File: src/rtl/PKG_pwm.sv
// Shared PWM types: on/off control, carrier shape and shadow-load mask selection.
// Also provides the default carrier width macro PWMCOUNT_WIDTH.
`ifndef PWMCOUNT_WIDTH
`define PWMCOUNT_WIDTH 16
`endif

package PKG_pwm;

  typedef enum logic {
    PWM_OFF = 1'b0,
    PWM_ON  = 1'b1
  } _pwm_onoff;

  typedef enum logic [1:0] {
    CAR_UP     = 2'd0,
    CAR_DOWN   = 2'd1,
    CAR_UPDOWN = 2'd2
  } _carrier_mode;

  typedef enum logic [1:0] {
    MASK_ZERO = 2'd0,
    MASK_PEAK = 2'd1,
    MASK_BOTH = 2'd2
  } _mask_mode;

endpackage

File: src/rtl/pwm_deadtime.sv
// Complementary high/low driver pair for one PWM channel; each side turns on only
// after the input has been stable for deadtime clocks and turns off immediately.
module pwm_deadtime #(
  parameter int DT_W = 8
) (
  input  logic            clk,
  input  logic            reset,
  input  logic            run,
  input  logic            pwm_in,
  input  logic [DT_W-1:0] deadtime,
  output logic            pwm_h,
  output logic            pwm_l
);

  localparam logic [DT_W-1:0] DT_ONE = DT_W'(1);
  localparam logic [DT_W-1:0] DT_MAX = '1;

  logic            prev;
  logic            active;
  logic [DT_W-1:0] held;
  logic [DT_W-1:0] elapsed;
  logic            settled;

  // elapsed is the number of clocks pwm_in has held its current level
  always_comb begin
    elapsed = (pwm_in != prev) ? '0 : held;
    settled = (elapsed >= deadtime);
    pwm_h   = active & pwm_in & settled;
    pwm_l   = active & ~pwm_in & settled;
  end

  always_ff @(posedge clk or posedge reset) begin
    if (reset) begin
      prev   <= 1'b0;
      held   <= '0;
      active <= 1'b0;
    end else if (!run) begin
      prev   <= 1'b0;
      held   <= '0;
      active <= 1'b0;
    end else begin
      active <= 1'b1;
      prev   <= pwm_in;
      held   <= (elapsed == DT_MAX) ? elapsed : elapsed + DT_ONE;
    end
  end

endmodule

File: src/rtl/pwm_carrier_compare.sv
// Carrier counter, compare stage and shadow-load event generator for one PWM channel.
// Optional complementary dead-time outputs are built when PWM_DEADTIME_EN is defined.
module pwm_carrier_compare
  import PKG_pwm::*;
#(
  parameter int CNT_W = `PWMCOUNT_WIDTH,
  parameter int PRE_W = 8
`ifdef PWM_DEADTIME_EN
  ,
  parameter int DT_W = 8
`endif
) (
  input  logic         clk,
  input  logic         reset,
  input  _pwm_onoff    pwm_onoff,
  input  _carrier_mode carrier_mode,
  input  _mask_mode    mask_mode,
  input  logic [PRE_W-1:0] prescale,
  input  logic [CNT_W-1:0] period,
  input  logic [CNT_W-1:0] compare,
  output logic [CNT_W-1:0] count,
  output logic         dir,
  output logic         mask_event,
  output logic         pwm_out
`ifdef PWM_DEADTIME_EN
  ,
  input  logic [DT_W-1:0] deadtime,
  output logic         pwm_h,
  output logic         pwm_l
`endif
);

  localparam logic [CNT_W-1:0] CNT_ONE = CNT_W'(1);
  localparam logic [PRE_W-1:0] PRE_ONE = PRE_W'(1);

  logic [PRE_W-1:0] pre_cnt, pre_next;
  logic [CNT_W-1:0] inc, dec, car_next, count_next;
  logic             car_dir, dir_next;
  logic             running, tick, zero_hit, peak_hit;
  logic             event_next, pwm_next;

  // State register: carrier, direction, prescaler and the registered outputs
  always_ff @(posedge clk or posedge reset) begin
    if (reset) begin
      count      <= '0;
      dir        <= 1'b1;
      pre_cnt    <= '0;
      mask_event <= 1'b0;
      pwm_out    <= 1'b0;
    end else begin
      count      <= count_next;
      dir        <= dir_next;
      pre_cnt    <= pre_next;
      mask_event <= event_next;
      pwm_out    <= pwm_next;
    end
  end

  // Next-state: the >= on the prescaler keeps ticking sane if prescale shrinks mid-count
  always_comb begin
    running  = (pwm_onoff == PWM_ON);
    tick     = running && (pre_cnt >= prescale);
    inc      = count + CNT_ONE;
    dec      = count - CNT_ONE;
    car_next = count;
    car_dir  = dir;
    case (carrier_mode)
      CAR_DOWN: begin
        car_dir  = 1'b0;
        car_next = (count == '0 || count > period) ? period : dec;
      end
      CAR_UPDOWN: begin
        if (period == '0) begin
          car_next = '0;
          car_dir  = 1'b1;
        end else if (count > period) begin
          car_next = period;
          car_dir  = 1'b0;
        end else if ((dir && count != period) || count == '0) begin
          car_next = inc;
          car_dir  = (inc != period);
        end else begin
          car_next = dec;
          car_dir  = (dec == '0);
        end
      end
      default: begin
        car_dir  = 1'b1;
        car_next = (count >= period) ? '0 : inc;
      end
    endcase

    if (!running) begin
      pre_next   = '0;
      count_next = '0;
      dir_next   = 1'b1;
    end else if (tick) begin
      pre_next   = '0;
      count_next = car_next;
      dir_next   = car_dir;
    end else begin
      pre_next   = pre_cnt + PRE_ONE;
      count_next = count;
      dir_next   = dir;
    end
  end

  // Output decode: event and compare only move when the carrier moves
  always_comb begin
    zero_hit   = (car_next == '0);
    peak_hit   = (car_next == period);
    event_next = 1'b0;
    pwm_next   = pwm_out;
    if (!running) begin
      pwm_next = 1'b0;
    end else if (tick) begin
      pwm_next = (car_next < compare);
      case (mask_mode)
        MASK_ZERO: event_next = zero_hit;
        MASK_PEAK: event_next = peak_hit;
        MASK_BOTH: event_next = zero_hit | peak_hit;
        default:   event_next = 1'b0;
      endcase
    end
  end

`ifdef PWM_DEADTIME_EN
  pwm_deadtime #(
    .DT_W(DT_W)
  ) u_deadtime (
    .clk      (clk),
    .reset    (reset),
    .run      (running),
    .pwm_in   (pwm_out),
    .deadtime (deadtime),
    .pwm_h    (pwm_h),
    .pwm_l    (pwm_l)
  );
`endif

endmodule
File: config.mk
export PLATFORM = sky130hd
export DESIGN_NAME = pwm_carrier_compare
export DESIGN_NICKNAME = d
export VERILOG_FILES = /design/src/rtl/PKG_pwm.sv /design/src/rtl/pwm_deadtime.sv /design/src/rtl/pwm_carrier_compare.sv
export SDC_FILE = /design/constraint.sdc
export NUM_CORES = 1
export LEC_CHECK = 0
export BUFFER_PORTS_ARGS = -buffer_cell sky130_fd_sc_hd__buf_2
export CAP_MARGIN = 5
export CORE_UTILIZATION = 55
export CTS_CLUSTER_SIZE = 20
export DETAILED_ROUTE_END_ITERATION = 10
export PLACE_DENSITY = 0.77
export SYNTH_ARGS = -nofsm -noshare
export SYNTH_HDL_FRONTEND = slang
export SYNTH_SLANG_ARGS = --single-unit
File: constraint.sdc
create_clock -name clk -period 6.6 [get_ports clk]
set_clock_uncertainty 0.05 [all_clocks]
set_input_delay 1.32 -clock clk [delete_from_list [all_inputs] [get_ports clk]]
set_output_delay 1.32 -clock clk [all_outputs]
set_load 0.01 [all_outputs]
==> results of run 1 <==
## stage by stage
step / area (um2) / worst slack [ns]
after global placement: 5250 / 0.689
final: 5300 / 0.617
after detailed placement: 5250 / 0.511
after floorplan: 4850 / 0.802
after global routing: 5300 / 0.471
after CTS: 5300 / 0.770
## cells by family after synthesis
group	share of synthesized area, %
AND/OR/NAND/NOR	25.2
AO/OA/AOI/OAI	23.9
buffers and inverters	8.25
XOR/XNOR	10.3
adder cells (fa/ha/maj)	11.9
multiplexers	6.60
flip-flops	13.9
## state kept, by name (all words and copies together), names as in the netlist
signal and cells:
mask_event 1, pwm_out 1, count 16, dir 1, pre_cnt 8
## final timing paths
path | endpoint | slack (ns) | depth (start not counted)
worst max-delay path | pwm_out | 0.62 | 21
worst min-delay path | pre_cnt[0] | 0.48 | 1
worst max register to register | pwm_out | 1.15 | 20
worst min register to register | pre_cnt[0] | 0.48 | 1
max in group asynchronous | count[8] | 4.64 | 2
min in group asynchronous | count[0] | 1.23 | 2
## cells in the final DEF, fill, tap and decap left out, types with 9 or more instances in the layout
master and n:
inv_1 53, a21oi_1 37, mux2i_1 26, a21o_1 9
nand2_1 39, a31oi_1 12, nor3_1 16, a211oi_1 9
nand4_1 24, buf_4 17, ha_1 46, xnor2_1 34
xor2_1 23, buf_2 65, o21ai_0 25, nand3_1 22
dfrtp_1 26, nor2_1 72, nor4_1 20
## area by class of cell
type                            count  area [um2]  area share, %
Tap cell                          105         131           2.48
Clock buffer                        3        41.3          0.779
Inverter                           53         199           3.75
Timing Repair Buffer               82         453           8.55
Clock inverter                      1        5.00         0.0944
Sequential cell                    27         677           12.8
Multi-Input combinational cell    537        3790           71.6
## metal layers
layer	global-route usage (%)	wire, um	share of wire [%]
met1	52.3	7060	38
met2	65.4	7910	43
met3	8.37	2280	12
met4	22.4	1200	6.5
met5	0	0	0
## where the power goes
group	switching (mW)	internal, mW	total [mW]	leakage, nW
registers	0.00374	0.168	0.171	0.371
logic	0.129	0.0721	0.201	2.20
clock network	0.0520	0.0424	0.0943	0.0255
total	0.185	0.282	0.467	2.60
==> run summary, run 1 <==
Outcome - finished clean
Worst slew margin - 30.5%
H-tree levels - 1
Detail Route Antenna Nets - 0
Die ar. - 0.00920 mm2
Core box area - 0.00838 mm2
Non-filler cells, final - 808
RSZ-0062 raised after global routing - no
Reg clk slew, reported paths - 0.09 ns
Post-synth top flop - dfrtp_1
Clk root buf - clkbuf_8
DRT iter0 DRCs - 597
# clock sinks - 27
Post-Synthesis Cells - 661
Seq/Total Area, Yosys - 13.9%
Total negative slack - 0 ns
Final Util - 63.2%
Final Setup Violations - 0
Hold Fails Final Rpt - 0
CP Max Fanout - 26
Final Slew Violations - 0
Ys async rst share - 100%
Setup Buffers After CTS - 0
Synthesized flop and latch total - 27
Initial DRT Pass Iterations - 6
Synth cell types - 70
Routed len/inst - 22.8 um
CP startpoint - period[15]
Via count - 5,535
Max Cap Viol - 0
CTS tree - built
Starting density of the core - 57.9%
CP max-delay cell - a2111oi_4
Post-DP HPWL - 14,400 um
Synth top area share - 13.4%
Crit-path max cell delay - 0.55 ns
Critical path startpoint category - primary input
Min Hold Slack - 0.482 ns
Count leader, synth - nor2_1
Power Density - 88.1 mW/mm2
R2R Path Start - count[0]
Die height - 95.9 um
Power after layout - 467 uW
Req. time, crit path - 6.77 ns
Critical path arrival - 6.15 ns
Largest net degree at the start of global routing - 29
Inst Count DP - 804
Most frequent CP cell - a21o_1
Post-synth EDFFs - 0
Post-CTS Resized - 0
VDD IR-drop max - 0.142 mV
Die width - 95.9 um
Syn Area/Cell - 7.34 um2
Min-delay src - pre_cnt[0]
CTS Hold Bufs - 0
Layout area overhead - 9.20%
Tcrit/Tclk final - 90.7%
Most instantiated cells after synthesis - nor2_1, inv_1, ha_1
Gr usage total - 41.2%
CP Cell Sequence - buf_2, inv_1, ha_1, nand4_2, nor3_1, a2111oi_4, a31o_1, buf_4, a21oi_1, o211ai_1, o21a_1, ha_1, a21o_1, a21o_1, a21o_1, a21o_1, a21o_1, a21oi_1, o211ai_1, o21ai_0, a32o_1
RePlAce Congestion - 1.04
Vias in the first global route - 5,232
First-pass GRT wire length - 28,100 um
Slew @ Worst Pin - 1.04 ns
HP Class - register to register
CTS max path bufs - 2
Filler cell count - 768
Leakage - 2.60 nW
Grt ovf - 0
Vias/cell - 6.85
Antenna Cells - 0
Clock Latency Late Sink - 0.27 ns
Port Buffer Count - 65
Critical path buffer and inverter count - 3
Num CTS Buffers - 3
Synth area leader - dfrtp_1
Synthesis warning total - 0
Fin nets - 797
Mapped Nets - 754
Layout cells sized above 1 - 14.9%
Crit end category - register
Crit Path Class - primary input to register
CP top delay family - compound AO/OA/AOI/OAI gates
Initial antenna violation count - 0
WL final - 18,500 um
Achievable Freq - 167 MHz
Fin crit period - 5.98 ns
Drt drc - 0
Num ports - 66
Area contributors post-synth - dfrtp_1, ha_1, xnor2_1
Syn Std Cell Area - 0.00485 mm2
Rows - 33
(Power assumes the default switching activity.)
==> run 2, diff against run 1 <==
REMOVE_ABC_BUFFERS = 1   (was not set)
SKIP_LAST_GASP = 1   (was not set)
==> run summary, run 2 (same netlist as run 1, synthesis figures left out) <==
Final Setup Violations - 0 (unchanged)
Worst slew margin - 33.6% (+3.1 points)
RePlAce Congestion - 1.09 (+4.5%)
HP Class - register to register
First-pass GRT wire length - 28,300 um (+0.69%)
Fin nets - 794 (-0.38%)
Starting density of the core - 57.9% (unchanged)
Min-delay src - pre_cnt[0]
Final Util - 62.9% (-0.28 points)
Num ports - 66 (unchanged)
Vias/cell - 7.00 (+2.2%)
Largest Register - count
WL final - 18,700 um (+1.4%)
R2R Path Start - count[0]
Antenna Cells - 0 (unchanged)
# clock sinks - 27 (unchanged)
Most common cell after layout, fill and taps aside - nor2_1
Clk root buf - clkbuf_8
Hold Fails Final Rpt - 0 (unchanged)
Grt ovf - 0 (unchanged)
Met2 GRT Util - 67.3% (+1.9 points)
Max reg flops - 16 (unchanged)
Clock Latency Late Sink - 0.26 ns (about the same)
Reg2reg end - pwm_out
Drt drc - 0 (unchanged)
Critical path arrival - 5.91 ns (-0.24 ns)
VDD IR-drop max - 0.164 mV (+15%)
Fin crit period - 5.76 ns (-0.227 ns)
DRT iter0 DRCs - 601 (+0.67%)
CTS tree - built
Top flop regs - count: 16 flops, pre_cnt: 8 flops
Register-to-register setup slack - 1.32 ns (+0.17 ns)
Total negative slack - 0 ns (unchanged)
Critical path startpoint category - primary input
Post-DP HPWL - 14,600 um (+1.4%)
Req. time, crit path - 6.75 ns (-0.02 ns)
Slew @ Worst Pin - 0.994 ns (-0.0464 ns)
GRT Max-Usage Layer - met2
Post-CTS Resized - 0 (unchanged)
Gr usage total - 41.5% (+0.33 points)
Worst Hold End - pre_cnt[0]
RSZ-0062 raised after global routing - no
Hold depth - 1 (unchanged)
Max Cap Viol - 0 (unchanged)
Crit Path Class - primary input to register
Die height - 95.9 um (unchanged)
Rows - 33 (unchanged)
Tcrit/Tclk final - 87.2% (-3.4 points)
Multi-input gate area - 0.00379 mm2 (unchanged)
Min Hold Slack - 0.503 ns (+0.0211 ns)
Via count - 5,638 (+1.9%)
CTS max path bufs - 2 (unchanged)
H-tree levels - 1 (unchanged)
GR Util met3 - 7.11% (-1.3 points)
Routed len/inst - 23.2 um (+1.8%)
Filler cell count - 759 (-1.2%)
M1 GR Usage - 53.4% (+1.1 points)
Num CTS Buffers - 3 (unchanged)
Detail Route Antenna Nets - 0 (unchanged)
Power Density - 87.9 mW/mm2 (-0.18%)
Reg clk slew, reported paths - 0.08 ns (about the same)
Layout area overhead - 8.71%
CP Max Fanout - 9 (-65%)
Final Slew Violations - 0 (unchanged)
Setup Buffers After CTS - 0 (unchanged)
Achievable Freq - 174 MHz (+3.9%)
Core box area - 0.00838 mm2 (unchanged)
Initial DRT Pass Iterations - 6 (unchanged)
Die width - 95.9 um (unchanged)
Leakage - 2.58 nW (-0.65%)
Largest net degree at the start of global routing - 29 (unchanged)
Register area - 677 um2 (unchanged)
Die ar. - 0.00920 mm2 (unchanged)
Vias in the first global route - 5,128 (-2.0%)
Initial antenna violation count - 0 (unchanged)
Crit end category - register
Reg2Reg Depth - 16 (-20%)
Port Buffer Count - 65 (unchanged)
Most frequent cells in the layout - nor2_1, buf_2, inv_1
CTS Hold Bufs - 0 (unchanged)
Layout cells sized above 1 - 14.4% (-0.51 points)
Outcome - finished clean
-- run 2: where the power goes --
group | internal, mW | leakage, nW | switching (mW)
clock network | 0.0431 | 0.0228 | 0.0466
logic | 0.0720 | 2.18 | 0.130
registers | 0.168 | 0.371 | 0.00436
-- run 2: how the worst max path moves through the flow --
stage | start | end | cells past startpoint | slack, ns
6_report | period[13] | pwm_out | 21 | 0.84
5_1_grt | period[15] | pwm_out | 21 | 0.58
4_1_cts | period[15] | pwm_out | 21 | 0.92
3_5_place_dp | period[15] | pwm_out | 21 | 0.67
3_3_place_gp | period[13] | pwm_out | 21 | 0.81
2_1_floorplan | period[13] | pwm_out | 20 | 0.74
-- run 2: worst max-delay path, cell delays in order --
cell and delay [ns]:
buf_2 0.16, inv_1 0.10, ha_1 0.33, a21o_1 0.19
a21o_1 0.20, a2111oi_4 0.55, a31oi_2 0.35, o31ai_1 0.44
o221ai_1 0.18, o21a_1 0.19, ha_1 0.30, a21o_1 0.18
a21o_1 0.17, a21o_1 0.17, a21o_1 0.18, a21o_1 0.17
a21o_1 0.17, a21oi_1 0.19, o211ai_1 0.11, o21ai_0 0.10
a32o_1 0.15
-- run 2: layer usage --
metal  share of wire (%)  wire (um)
met1                  38       7150
met2                  44       8210
met3                  12       2280
met4                 5.7       1070
met5                   0          0
-- run 2: cell type report --
type	instances	share of cell area [%]
inverter	53	3.77
multi-input combinational	537	71.9
tap	105	2.49
timing repair buffer	79	8.16
clock buffer	4	0.854
sequential	27	12.8
-- run 2: metrics by stage --
step	total power [mW]	cell area, um2	setup WS [ns]	std cells
after floorplan	0.290	4650	0.745	617
after global placement	0.366	5230	0.811	801
after detailed placement	0.368	5230	0.665	801
after CTS	0.457	5280	0.921	805
after global routing	0.485	5280	0.578	805
final	0.464	5280	0.844	805
==> run 3, diff against run 2 <==
BUFFER_PORTS_ARGS = not set   (was -buffer_cell sky130_fd_sc_hd__buf_2)
CORE_UTILIZATION = 38   (was 55)
DONT_BUFFER_PORTS = 1   (was not set)
PLACE_DENSITY = not set   (was 0.77)
==> run summary, run 3 (same netlist as run 1, synthesis figures left out) <==
Largest net degree at the start of global routing - 29 (unchanged)
Worst slew margin - 31.2% (-2.5 points)
Top flop regs - count: 16 flops, pre_cnt: 8 flops
Final Slew Violations - 0 (unchanged)
HP Class - register to register
Initial antenna violation count - 0 (unchanged)
Antenna Cells - 0 (unchanged)
RePlAce Congestion - 0.964 (-11%)
Combinational share of power - 36.5% (-7.1 points)
Clk root buf - clkbuf_16
Post-DP HPWL - 15,900 um (+8.3%)
Crit Path Class - primary input to register
CP Max Fanout - 24 (+15)
Reg2reg end - pwm_out
Grt ovf - 0 (unchanged)
Clock Latency Late Sink - 0.26 ns (about the same)
Tcrit/Tclk final - 85.2% (-2.0 points)
Setup Buffers After CTS - 0 (unchanged)
H-tree levels - 1 (unchanged)
Seq pwr share - 35.3% (-1.8 points)
Gr usage total - 31.0% (-11 points)
First-pass GRT wire length - 30,500 um (+7.8%)
Initial DRT Pass Iterations - 5 (-1)
Sw Ratio - 35.8% (-3.2 points)
Worst Hold End - pre_cnt[0]
Die ar. - 0.0132 mm2 (+44%)
Die height - 115 um (+20%)
Fin worst setup slack - 0.974 ns (+0.130 ns)
Max Cap Viol - 0 (unchanged)
Crit end category - register
Clk pwr share - 28.2% (+8.9 points)
Num ports - 66 (unchanged)
Most frequent cells in the layout - nor2_1, inv_1, ha_1
CTS Hold Bufs - 0 (unchanged)
Via count - 5,284 (-6.3%)
Post-route cell area - 0.00509 mm2 (-3.5%)
Inst Count DP - 803 (+0.25%)
WL final - 20,300 um (+8.3%)
Detail Route Antenna Nets - 0 (unchanged)
Non-filler cells, final - 807 (+0.25%)
Reg clk slew, reported paths - 0.06 ns (-0.02 ns)
Hold depth - 1 (unchanged)
Power after layout - 488 uW (+5.2%)
DRT iter0 DRCs - 696 (+16%)
Place WS - 0.843 ns (+0.178 ns)
Vias in the first global route - 5,017 (-2.2%)
CTS tree - built
Min-delay src - pre_cnt[0]
Core box area - 0.0122 mm2 (+46%)
Fin nets - 733 (-7.7%)
Critical path startpoint category - primary input
Starting density of the core - 39.7% (-18 points)
Critical path arrival - 5.77 ns (-0.14 ns)
CTS max path bufs - 2 (unchanged)
Leakage - 2.33 nW (-9.6%)
Achievable Freq - 178 MHz (+2.3%)
Layout area overhead - 4.95%
DP Area - 0.00501 mm2 (-4.1%)
RSZ-0062 raised after global routing - no
Register-to-register setup slack - 1.31 ns (about the same)
Die width - 115 um (+20%)
Power Density - 95.9 mW/mm2 (+9.0%)
Slew @ Worst Pin - 1.03 ns (+0.0367 ns)
Most common cell after layout, fill and taps aside - nor2_1
VDD IR-drop max - 0.155 mV (-5.3%)
Reg2Reg Depth - 18 (+2)
Fin crit period - 5.63 ns (-0.130 ns)
Port Buffer Count - 0 (-100%)
Final Setup Violations - 0 (unchanged)
Sw power - 175 uW (-3.5%)
Outcome - finished clean
Req. time, crit path - 6.75 ns (about the same)
# clock sinks - 27 (unchanged)
Final Util - 41.7% (-21 points)
Num CTS Buffers - 3 (unchanged)
Max reg flops - 16 (unchanged)
Routed len/inst - 25.1 um (+8.0%)
Int Pwr - 313 uW (+11%)
Min Hold Slack - 0.488 ns (-0.0157 ns)
Total negative slack - 0 ns (unchanged)
Drt drc - 0 (unchanged)
R2R Path Start - count[13]
Hold Fails Final Rpt - 0 (unchanged)
Rows - 40 (+21%)
Vias/cell - 6.55 (-6.5%)
Largest Register - count
Post-CTS Resized - 0 (unchanged)
Layout cells sized above 1 - 6.26% (-8.2 points)
## run 3: cell count changes in the layout (fill, tap and decap cells not counted), sizes merged
cell  previous run  this run
buf             79        18
## run 3: how the worst max path moves through the flow
stage,startpoint,end,cells after the start
after floorplan,period[13],pwm_out,20
final,period[13],pwm_out,19
after global placement,period[15],pwm_out,20
after detailed placement,period[13],pwm_out,19
after CTS,period[13],pwm_out,19
after global routing,period[13],pwm_out,19
## run 3: critical path, stage by stage
cell and delay (ns):
inv_1 0.05, ha_1 0.33, a21o_1 0.19, a21o_1 0.20, a2111oi_4 0.57, a31oi_2 0.27
buf_4 0.29, nor2_2 0.31, nand2_1 0.09, o221ai_1 0.50, ha_1 0.36, a21o_1 0.16
a21o_1 0.17, a21o_1 0.17, a21o_1 0.18, a21oi_1 0.22, o211ai_1 0.12, o21ai_0 0.11
a32o_1 0.16
## run 3: cell type report
type,instances,area (um2)
Sequential cell,27,677
Tap cell,168,210
Multi-Input combinational cell,537,3790
Fill cell,1303,7120
Timing Repair Buffer,18,135
Inverter,53,199
Clock buffer,4,78.8
## run 3: layer usage
metal	global-route usage (%)	share of wire (%)	up-vias
met5	0	0	-
met4	11.5	3.4	0
met3	3.64	8.4	46
met2	51.2	46	293
met1	41.5	43	2565
li1	-	-	2380
## run 3: power by group through the flow
stage                     clock [mW]  sequential (mW)  combinational, mW
after global routing           0.144            0.173              0.193
after floorplan                    0            0.174              0.116
final                          0.138            0.172              0.178
after global placement             0            0.175              0.172
after detailed placement           0            0.175              0.172
after CTS                      0.140            0.172              0.174
